<file path="config.mk">
export PLATFORM = sky130hd
export DESIGN_NAME = ps2_scancode_rx
export DESIGN_NICKNAME = d
export VERILOG_FILES = /design/src/rtl/ps2_scancode_rx.sv
export SDC_FILE = /design/constraint.sdc
export NUM_CORES = 1
export LEC_CHECK = 0
export BUFFER_PORTS_ARGS = -buffer_cell sky130_fd_sc_hd__buf_2
export CAP_MARGIN = 25
export CORE_MARGIN = 2
export CORE_UTILIZATION = 30
export DETAILED_ROUTE_END_ITERATION = 6
export PLACE_DENSITY_LB_ADDON = 0.1
export SETUP_SLACK_MARGIN = 0.15
export SYNTH_ARGS = -nofsm -noshare
export SYNTH_HDL_FRONTEND = slang
export SYNTH_SLANG_ARGS = --single-unit
</file>
<file path="constraint.sdc">
create_clock -name clk -period 1.98 [get_ports clk]
set_input_delay 0.099 -clock clk [delete_from_list [all_inputs] [get_ports clk]]
set_output_delay 0.099 -clock clk [all_outputs]
set_load 0.01 [all_outputs]
</file>
<file path="src/rtl/ps2_scancode_rx.sv">
// ps2_scancode_rx: filtered PS/2 frame receiver delivering checked scan-code bytes as keyData/keyReady pulses
module ps2_scancode_rx #(
    parameter int FILTER_LEN     = 8,
    parameter int TIMEOUT_CYCLES = 25000
) (
    input  logic       clk,
    input  logic       rst,
    input  logic       ps2_clk,
    input  logic       ps2_data,
    output logic [7:0] keyData,
    output logic       keyReady,
    output logic       parity_err,
    output logic       frame_err
);
    localparam int TW = $clog2(TIMEOUT_CYCLES);
    typedef enum logic [1:0] {IDLE, DATA, PARITY, STOP} state_t;
    state_t state, state_n;
    logic [1:0] clk_sync, dat_sync;
    logic filt_clk, filt_prev, sample_ev, sample;
    logic [7:0] filt_cnt, shift, shift_n, data_n;
    logic [TW-1:0] tcnt, tcnt_n;
    logic [2:0] bit_cnt, bit_cnt_n;
    logic par, par_n, rdy_n, perr_n, ferr_n, filt_flip;
    assign sample_ev = filt_prev & ~filt_clk;
    assign sample = dat_sync[1];
    assign filt_flip = (clk_sync[1] != filt_clk) && (filt_cnt == 8'(FILTER_LEN - 1));
    always_ff @(posedge clk) begin
        if (!rst) begin
            clk_sync   <= 2'b11;
            dat_sync   <= 2'b11;
            filt_clk   <= 1'b1;
            filt_prev  <= 1'b1;
            filt_cnt   <= 8'd0;
            state      <= IDLE;
            tcnt       <= '0;
            bit_cnt    <= 3'd0;
            shift      <= 8'd0;
            par        <= 1'b0;
            keyData    <= 8'h00;
            keyReady   <= 1'b0;
            parity_err <= 1'b0;
            frame_err  <= 1'b0;
        end else begin
            clk_sync   <= {clk_sync[0], ps2_clk};
            dat_sync   <= {dat_sync[0], ps2_data};
            filt_prev  <= filt_clk;
            filt_cnt   <= (clk_sync[1] == filt_clk || filt_flip) ? 8'd0 : filt_cnt + 8'd1;
            filt_clk   <= filt_flip ? ~filt_clk : filt_clk;
            state      <= state_n;
            tcnt       <= tcnt_n;
            bit_cnt    <= bit_cnt_n;
            shift      <= shift_n;
            par        <= par_n;
            keyData    <= data_n;
            keyReady   <= rdy_n;
            parity_err <= perr_n;
            frame_err  <= ferr_n;
        end
    end
    always_comb begin
        state_n   = state;
        tcnt_n    = (state == IDLE || sample_ev) ? '0 : tcnt + 1'b1;
        bit_cnt_n = bit_cnt;
        shift_n   = shift;
        par_n     = par;
        data_n    = keyData;
        rdy_n     = 1'b0;
        perr_n    = 1'b0;
        ferr_n    = 1'b0;
        // a stalled frame is abandoned rather than waiting for edges that may never come
        if (state != IDLE && !sample_ev && tcnt == TW'(TIMEOUT_CYCLES - 1)) begin
            state_n = IDLE;
            tcnt_n  = '0;
            shift_n = 8'd0;
            ferr_n  = 1'b1;
        end else if (sample_ev) begin
            case (state)
                IDLE: begin
                    bit_cnt_n = sample ? bit_cnt : 3'd0;
                    state_n   = sample ? IDLE : DATA;
                end
                DATA: begin
                    shift_n   = {sample, shift[7:1]};
                    bit_cnt_n = bit_cnt + 3'd1;
                    state_n   = (bit_cnt == 3'd7) ? PARITY : DATA;
                end
                PARITY: begin
                    par_n   = sample;
                    state_n = STOP;
                end
                STOP: begin
                    state_n = IDLE;
                    ferr_n  = ~sample;
                    rdy_n   = sample & (^{shift, par});
                    perr_n  = sample & ~(^{shift, par});
                    data_n  = rdy_n ? shift : keyData;
                end
            endcase
        end
    end
endmodule

</file>
==> metrics <==
status=finished, final reports clean; Final nets=294; register area share after synthesis=47.79%; Num Clock Sinks=54; Leak=0.0009640 uW; most common cell in the netlist=dfxtp_1; pin slew with the least headroom to its limit=0.4797 ns; vias in the first global route=1710; final core utilization=between 30% and 40%; routed length on met1=2.437 mm; area growth from synthesis to layout=21.52%; CTS tree=yes; adder and majority cell fraction of the synthesized area=under 10%; DPL Wire Length=3.105 mm; Pins Over Slew Limit=0; Worst-Skew Late Latency=0.31 ns; pin count of the biggest net entering global routing=17; Worst setup SP type=register; Worst setup EP type=register; CP Class=reg -> reg; Core ar.=7292 um^2; Hold Fails Final Rpt=0; synth top area cells=dfxtp_1, nand2_1, xnor2_1; Required @ worst endpoint=approximately 2.2 ns; Clock Skews=about 0.0077 ns; drt drc=0; GR Util All Layers=around an eighth; most area-hungry cell type in the Yosys netlist=dfxtp_1; gpl congestion=around 0.70; Synth Instances=252; Initial Util=31.02%; largest family of logic cells by synthesized area=simple AND/OR/NAND/NOR gates; syn_nets=260; Synth cell types=35; Reg area=1084 um^2; peak supply drop=0.2701 mV; Main synth FF type=dfxtp_1; MaxCap Viol Count=0; Ys Warns=0; Via density=4.412; grt total ovfl=0; Post-Synth XOR/XNOR Area=a little under an eighth; Layout fillers=roughly 790; Pre-Repair DR Iteration Count=4; Synth Area in Compound Gates=6.250%; Mapped Area=around 2300 um^2; Root Buffer Master=clkbuf_8; multi-input logic area=1161 um^2; DR vias=between 1500 and 2000; hold crit path type=in -> reg; WP data arrival=2.02 ns; Async SR Flop Fraction=0%; top layer in use=met4; largest fanout on the critical path=6; I/O pin count=15; layout cells sized above 1=19.51%; DIE AREA=8251 um^2; initial antenna violation count=0; final hold slack=0.2028 ns; Routed met3 length=101 um; TritonCTS Buffers=5; unrepaired setup endpoints after global routing=true; height of the die=90.84 um; Die X=90.84 um; global-route wire length before repair=7.907 mm; Max Freq=549.5 MHz; Synth top area share=47.79%; routed wire length=4.509 mm; H-tree depth=2; Pwr Density=685.6 nW/um^2; post-synthesis register bit count=54; # rows=31; Mean Syn Cell Area=8.977 um^2; simple-gate share of the synthesized area=approximately 25%; Final setup viols=0; Slew HR=68.01%; metal2 WL=1.915 mm; diode count=0; mux contribution to synthesized area=3.982%; Post-synth EDFFs=0; post-route ant nets=0; DP Worst Slack=-0.06819 ns; Post-synth top cells=dfxtp_1, nand2_1, nor2_1, xnor2_1, xor2_1; Final Worst Setup Slack=0.1600 ns; Final period util=91.92%; initial DRC count=54; IO buf count=14; CTS Buffer Depth=2; Reg clk slew, reported paths=0.10 ns; Min Clock Period, post-route=1.820 ns; Routed WL per cell=approximately 12 um
sequential cells by signal (all words and copies together), names as in the netlist, named ones only:
register    cells
filt_prev       1
keyData         8
tcnt           15
bit_cnt         3
state           1
filt_cnt        8
clk_sync        2
dat_sync        2
filt_clk        1
shift           8
frame_err       1
par             1
keyReady        1
parity_err      1
layout by cell type (no fill, tap or decap), types with 6 or more instances in the layout:
cell type and n:
a21oi_2 6, nand3_1 10, buf_4 18, xor2_1 12, buf_2 14, xnor2_1 14, mux2i_1 9, nand2_1 42
nand2b_1 8, dfxtp_1 52, nor2_1 31, inv_1 6
repair_timing:
action,CTS,global route
gates cloned,0,1
hold buffers,2,0
gates resized for setup,3,14
hold endpoints to repair,2,0
buffers inserted,0,2
setup endpoints to repair,23,28
worst max-delay path: stages (launching register included):
cell	delay (ns)
dfxtp_2	0.34
or4b_1	0.50
or4_4	0.49
o21ai_4	0.18
buf_6	0.17
a21oi_2	0.04
layer usage:
| metal | track usage, % | up-vias |
|---|---|---|
| li1 | - | 897 |
| met1 | 16.22 | 788 |
| met2 | 18.03 | 13 |
| met3 | 2.755 | 5 |
| met4 | 4.167 | 0 |
| met5 | 0 | - |
where the power goes:
| group | leakage (uW) | switching [uW] | internal [uW] |
|---|---|---|---|
| Sequential | 0.000437 | 4.10 | 1090 |
| Clock | 0.0000514 | 369 | 378 |
| Combinational | 0.000476 | 23.9 | 17.9 |
| Total | 0.000964 | 397 | 1490 |
logic make-up (layout without fill, tap and decap cells):
| group | after synthesis | after routing |
|---|---|---|
| and+or+nand+nor | 119 | 119 |
| DFF | 54 | 54 |
| xor gates and xnor gates | 28 | 28 |
| AOI/OAI and AO/OA | 23 | 23 |
| buffers and inverters | 15 | 50 |
| muxes | 9 | 9 |
| adders and majority gates | 4 | 4 |
cell type report:
| cell class | count | area share [%] |
|---|---|---|
| clock buffer | 6 | 2.640 |
| clock inverter | 2 | 1.365 |
| inverter | 6 | 0.8193 |
| multi-input combinational | 183 | 42.24 |
| sequential | 54 | 39.42 |
| tap | 99 | 4.506 |
| timing repair buffer | 36 | 9.012 |
stage by stage:
step / total power [uW] / instance area [um^2] / std cells / setup TNS, ns
6_report: 1885 / 2749 / 386 / 0
5_1_grt: 1954 / 2749 / 386 / 0
4_1_cts: 1912 / 2683 / 383 / 0
3_5_place_dp: 1154 / 2535 / 373 / -0.3215
3_3_place_gp: 1154 / 2535 / 373 / -0.04246
2_1_floorplan: 1141 / 2262 / 252 / 0
final timing paths:
check	slack (ns)	cells past startpoint	from	end
setup / recovery	0.16	5	tcnt[4]	shift[5]
hold / removal	0.20	3	rst	keyData[4]
setup reg to reg	0.16	5	tcnt[4]	shift[5]
hold reg to reg	0.42	1	dat_sync[0]	dat_sync[1]
(Power assumes the default switching activity.)
